$ cat config.mk
export PLATFORM = sky130hd
export DESIGN_NAME = acc_reg_file
export DESIGN_NICKNAME = d
export VERILOG_FILES = /design/src/rtl/acc_reg_file.sv
export SDC_FILE = /design/constraint.sdc
export NUM_CORES = 1
export LEC_CHECK = 0
export ABC_AREA = 1
export CORE_MARGIN = 2
export CORE_UTILIZATION = 60
export DETAILED_ROUTE_END_ITERATION = 12
export PLACE_DENSITY = 0.86
export SETUP_SLACK_MARGIN = 0.02
export SYNTH_ARGS = -nofsm -noshare
export SYNTH_HDL_FRONTEND = slang
export SYNTH_SLANG_ARGS = --single-unit
$ cat constraint.sdc
create_clock -name clk -period 2.2 [get_ports clk]
set_clock_uncertainty 0.15 [all_clocks]
set_input_delay 0.22 -clock clk [delete_from_list [all_inputs] [get_ports clk]]
set_output_delay 0.22 -clock clk [all_outputs]
set_load 0.005 [all_outputs]
$ cat src/rtl/acc_reg_file.sv
// acc_reg_file rev 1.0: 2**D x W register file plus accumulator with a one-entry forwarding write-back stage.
// Define ACC_REG_FILE_ADDR_CHECK_EN to enable out-of-range address checking (addr_err, zeroed reads, dropped writes).
`default_nettype none

module acc_reg_file #(
  parameter int W      = 8,
  parameter int D      = 3,
  parameter int ADDR_W = 8
) (
  input  logic              clk,
  input  logic              rst_n,
  input  logic [ADDR_W-1:0] rAddrA,
  input  logic [ADDR_W-1:0] rAddrB,
  input  logic [ADDR_W-1:0] wAddr,
  input  logic              sel_acc_a,
  input  logic              sel_acc_w,
  input  logic              wr_en,
  input  logic [W-1:0]      wr_data,
  input  logic              stall,
  output logic [W-1:0]      dataA,
  output logic [W-1:0]      dataB,
  output logic [W-1:0]      acc_out,
  output logic              wb_pending,
  output logic              addr_err
);

  localparam int NREG = 2 ** D;

  logic [W-1:0] regs [NREG];
  logic [W-1:0] acc;
  logic         wb_valid;
  logic         wb_to_acc;
  logic [D-1:0] wb_addr;
  logic [W-1:0] wb_data;

  logic [D-1:0] ra;
  logic [D-1:0] rb;
  logic         a_oob;
  logic         b_oob;
  logic         w_oob;
  logic         capture;
  logic         fwd_a;
  logic         fwd_b;

  assign ra = rAddrA[D-1:0];
  assign rb = rAddrB[D-1:0];

`ifdef ACC_REG_FILE_ADDR_CHECK_EN
  logic err;

  // An address only counts as out of range when this cycle actually uses it.
  assign a_oob = ~sel_acc_a & (|rAddrA[ADDR_W-1:D]);
  assign b_oob = |rAddrB[ADDR_W-1:D];
  assign w_oob = wr_en & ~sel_acc_w & (|wAddr[ADDR_W-1:D]);

  always_ff @(posedge clk or negedge rst_n) begin
    if (!rst_n) begin
      err <= 1'b0;
    end else if (a_oob || b_oob || w_oob) begin
      err <= 1'b1;
    end
  end

  assign addr_err = err;
`else
  logic unused_hi;

  assign unused_hi = ^{rAddrA[ADDR_W-1:D], rAddrB[ADDR_W-1:D], wAddr[ADDR_W-1:D]};
  assign a_oob     = 1'b0;
  assign b_oob     = 1'b0;
  assign w_oob     = 1'b0;
  assign addr_err  = 1'b0;
`endif

  assign capture = wr_en & ~stall & ~w_oob;

  // Commit of the held entry and capture of the next one happen on the same edge.
  always_ff @(posedge clk or negedge rst_n) begin
    if (!rst_n) begin
      for (int i = 0; i < NREG; i++) begin
        regs[i] <= '0;
      end
      acc       <= '0;
      wb_valid  <= 1'b0;
      wb_to_acc <= 1'b0;
      wb_addr   <= '0;
      wb_data   <= '0;
    end else begin
      if (wb_valid) begin
        if (wb_to_acc) begin
          acc <= wb_data;
        end else begin
          regs[wb_addr] <= wb_data;
        end
      end
      wb_valid <= capture;
      if (capture) begin
        wb_to_acc <= sel_acc_w;
        wb_addr   <= wAddr[D-1:0];
        wb_data   <= wr_data;
      end
    end
  end

  assign fwd_a = wb_valid & (sel_acc_a ? wb_to_acc : (~wb_to_acc & (wb_addr == ra)));
  assign fwd_b = wb_valid & ~wb_to_acc & (wb_addr == rb);

  always_comb begin
    dataA = '0;
    if (!a_oob) begin
      if (fwd_a) begin
        dataA = wb_data;
      end else if (sel_acc_a) begin
        dataA = acc;
      end else begin
        dataA = regs[ra];
      end
    end
  end

  always_comb begin
    dataB = '0;
    if (!b_oob) begin
      dataB = fwd_b ? wb_data : regs[rb];
    end
  end

  assign acc_out    = acc;
  assign wb_pending = wb_valid;

endmodule

`default_nettype wire

# After elaboration in Yosys (flattened, before gate mapping)
# Index checks and enable logic that the tools add are counted.
# W data, S select, Z words.
# totals
elab_cells,45
in_bits,38
output_inout_bits,26
ff_bits,85
# classes
n_lt_le_gt_ge,4
reduce_logical,3
mux,13
eq_ne,2
bitwise,10
# ops
cell,count
$bwmux W64,1
$mux W8,8
$bmux W8 S3,2
$demux W8 S3,1
$ge A4 B4 Y1 const B,3
$not A3 Y4,3
$eq A3 B3 Y1,2
$and A1 B1 Y1,5
$lt A4 B1 Y1 const B,1
$reduce_and A2 Y1,2
$not A1 Y1,2
$logic_and A1 B1 Y1,1
$mux W1,1

# Logic depth before layout (Yosys ltp)
# depth
word_depth,6
ltp_mapped,11
ltp_nobuf,10

# Least setup slack after synthesis
# No wires, ideal clock.
# synth_path
path_kind,register to output
from,register wb_addr[0]
to,output dataB[0]
slack_ns,0.612
required_ns,1.830
path_stages_with_launch,7
path_buffers,2
arrival_ns,1.218
path_cell_list,dfrtp_1 clkbuf_2 xor2_1 a21oi_1 nand2_2 buf_6 o21ai_1
# synth_via
elab_chain_cells,3
# synth_rtl
element,line,source
start: declaration,33,logic [D-1:0] wb_addr;
start signal: assignment,99,wb_addr <= wAddr[D-1:0];
$eq A3 B3 Y1,106,assign fwd_b = wb_valid & ~wb_to_acc & (wb_addr == rb);
$and A1 B1 Y1,106,
$mux W8,124,dataB = fwd_b ? wb_data : regs[rb];
end: declaration,21,"output logic [W-1:0] dataB,"
# Every way passes these cells.

# Worst setup path after layout
# layout_path
from,register wb_addr[0]
to,output dataA[0]
# layout_via
elab_chain_cells,5
# layout_rtl
element,line,source
$eq A3 B3 Y1,105,assign fwd_a = wb_valid & (sel_acc_a ? wb_to_acc : (~wb_to_acc & (wb_addr == ra)));
$and A1 B1 Y1,105,
$mux W1,105,
$and A1 B1 Y1,105,
$mux W8,111,if (fwd_a) begin
end: declaration,20,"output logic [W-1:0] dataA,"
# Every way passes these cells.

==> run metrics <==
final setup margin=-0.0459 ns; pin count of the biggest net entering global routing=47; Synth Area in XOR/XNOR=0.184%; Filler cells=525; Post-DRT Antenna Nets=0; post-synth top area share=44.7%; number of port buffers=47; outcome=finished, violations left; GRT busiest layer=met2; fin nets=782; chip height=93.0 microns; Buf/Inv on CP=5; synth top area cells=dfrtp_1 45%, nand2_1 16%, o21ai_0 11%; Tot Pwr=5.21 mW; GR Util met2=62.5%; area leader, netlist=dfrtp_1; Iteration-0 DRC Markers=657; Routability Congestion=0.922; unrepaired setup endpoints after global routing=yes; clk_lat worst skew=0.36 ns; Worst Hold Class=in2async; Residual DRC=0; Core Util, Final=79.6%; Critical-path top delay cell=dfrtp_2; core area=0.00769 sq mm; commonest non-fill, non-tap cell in the layout=nand2_1; grt ovf=0; Yosys reg bits=85; Synth Area in Compound Gates=17.1%; CTS Root Cell=clkbuf_8; chip width=93.0 microns; CTS tree=done; I/O pin cnt=64; WL final=15800 microns; Final setup viols=13; Initial Utilization=61.9%; H-tree levels=3; mux contribution to synthesized area=0.237%; Synth Area in Simple Gates=27.7%; via density per instance=6.07; Top FF cell, synth=dfrtp_1; worst slew pin tran=0.633 ns; WHS=0.253 ns; cell repeated most along the worst path=nand2_2; CP Capture Type=output pin; relative slew slack=57.6%; Synthesized Nets=696; CP startpoint kind=flop; TritonCTS Buffers=9; clock-pin slew on the worst setup and hold paths=0.09 ns; dpl cell area=0.00553 sq mm; first-pass GRT wire length=24900 microns; # diodes=0; M3 GR Usage=6.12%; vias in the first global route=5106; iteration count of the initial detailed-routing pass=7; P&R area growth vs syn=28.6%; Avg WL per Cell=18.6 microns; die area=0.00866 sq mm; M1 GR Usage=46.1%; sequential area share after synthesis=44.7%; post-DP HPWL=10400 microns; main combinational cell family by area after synthesis=simple AND/OR/NAND/NOR gates; synthesized-area fraction occupied by adder cells=0%; Post-Layout Cell Count=850; Final min period=2.25 ns; Post-synth ARST share=100%; R2R Path Start=wb_addr[0]$_DFFE_PN0P_; share of cells above drive strength 1=21.8%; Total GRT Usage=37.6%; most frequent cells in the layout=194 x nand2_1, 103 x o21ai_0, 82 x dfrtp_1; critical path's largest stage delay=0.44 ns; max_cap viols=0; Setup CP Type=reg2out; CP required=1.83 ns; synthesized area=0.00476 sq mm; Final Cycle Share=102%; failing checks=negative setup slack; Power Density=851 mW/mm^2; Worst Path Arrival=1.88 ns; maximum vdd drop=0.638 mV; fmax=0.445 GHz; Worst R2R Path Depth=6; CTS Sinks=85; r2r setup slk=0.15 ns; Lkg Pwr=2.95 nW; worst-path fanout max=4; pre-CTS setup slack=-0.295 ns; Mean Syn Cell Area=7.23 sq um; fin. max-slew vios=0; Finished Cell Area=0.00612 sq mm; Yosys cell types=28; placed insts=812; via count=5162; worst path cell trace=buf_6 > nand2_4 > nand2_2 > nor2_2 > nand2_1 > nand2_2 > nand2_4 > buf_12 > clkinv_8 > buf_6 > nand2_2 > nand2_1 > buf_2; Mapped Cells=658; Fin. Hold Viols=0; yosys warns=0; Post-synth EDFFs=0; Top Family by Delay on Critical Path=buffers and inverters; setup_tns=-0.207 ns; maximum root-to-sink buffer count=2; reg2reg end=regs[58]$_DFFE_PN0P_; Cell Rows=32; initial antenna violation count=0
-- worst max path at each step --
stage / slack (ns) / from / depth (start not counted) / end
global placement: -0.25 / rAddrB[0] / 7 / dataB[5]
floorplan: 0.61 / wb_addr[0]$_DFFE_PN0P_ / 6 / dataB[0]
global route: -0.12 / wb_addr[0]$_DFFE_PN0P_ / 13 / dataA[0]
detailed placement: -0.29 / rAddrB[0] / 8 / dataB[7]
finish: -0.05 / wb_addr[0]$_DFFE_PN0P_ / 13 / dataA[0]
CTS: -0.004 / wb_addr[0]$_DFFE_PN0P_ / 7 / dataB[5]
-- Yosys cell counts (3+ instances only) --
cell type	count
o21ai_0	105
o21ai_2	4
buf_2	20
inv_2	7
nand2_2	4
buf_6	3
nor2_1	15
clkbuf_1	10
o21ai_1	7
buf_4	3
nand3_1	77
nand2_1	206
nor3_4	3
dfrtp_1	85
o211ai_1	9
inv_1	61
a21oi_1	26
-- registers in the layout, summed over array words and instances (netlist names) --
name        flops
wb_to_acc       1
wb_pending      1
acc_out         8
regs           64
wb_data         8
wb_addr         3
-- cell families (layout without fill, tap and decap cells) --
| family | count (synthesis) | in the layout |
|---|---|---|
| flip-flops | 85 | 85 |
| multiplexers | 1 | 1 |
| XOR/XNOR | 1 | 1 |
| buffers and inverters | 108 | 197 |
| AO/OA/AOI/OAI | 153 | 153 |
| AND/OR/NAND/NOR | 309 | 310 |
| other | 1 | 1 |
-- power by group --
group          leakage (nW)  switching, mW  internal (mW)
registers              1.10          0.368           2.04
clock network        0.0828          0.579          0.439
logic                  1.77           1.02          0.758
-- routing by layer --
metal	routed length, microns	up-vias
met5	0	-
met4	844	0
met3	1330	89
met2	7760	353
met1	5830	2414
li1	-	2306
-- area by class of cell --
cell class                 count  area, sq um  area share [%]
clock inverter                 3         21.3           0.348
sequential                    85         2130            34.8
clock buffer                  12          145            2.37
multi-input combinational    466         2370            38.7
tap                          102          128            2.09
timing repair buffer         112         1050            17.1
inverter                      70          278            4.54
-- repair_timing --
| item | in CTS | in global routing |
|---|---|---|
| hold endpoints to repair | 44 | 0 |
| gates resized for setup | 104 | 29 |
| endpoints found under the setup margin | 16 | 16 |
| setup buffers | 19 | 1 |
| pin swaps | 14 | 10 |
| cloned | 3 | 0 |
| hold buffers | 1 | 0 |
Note: power is estimated with default switching activity, not from simulation.
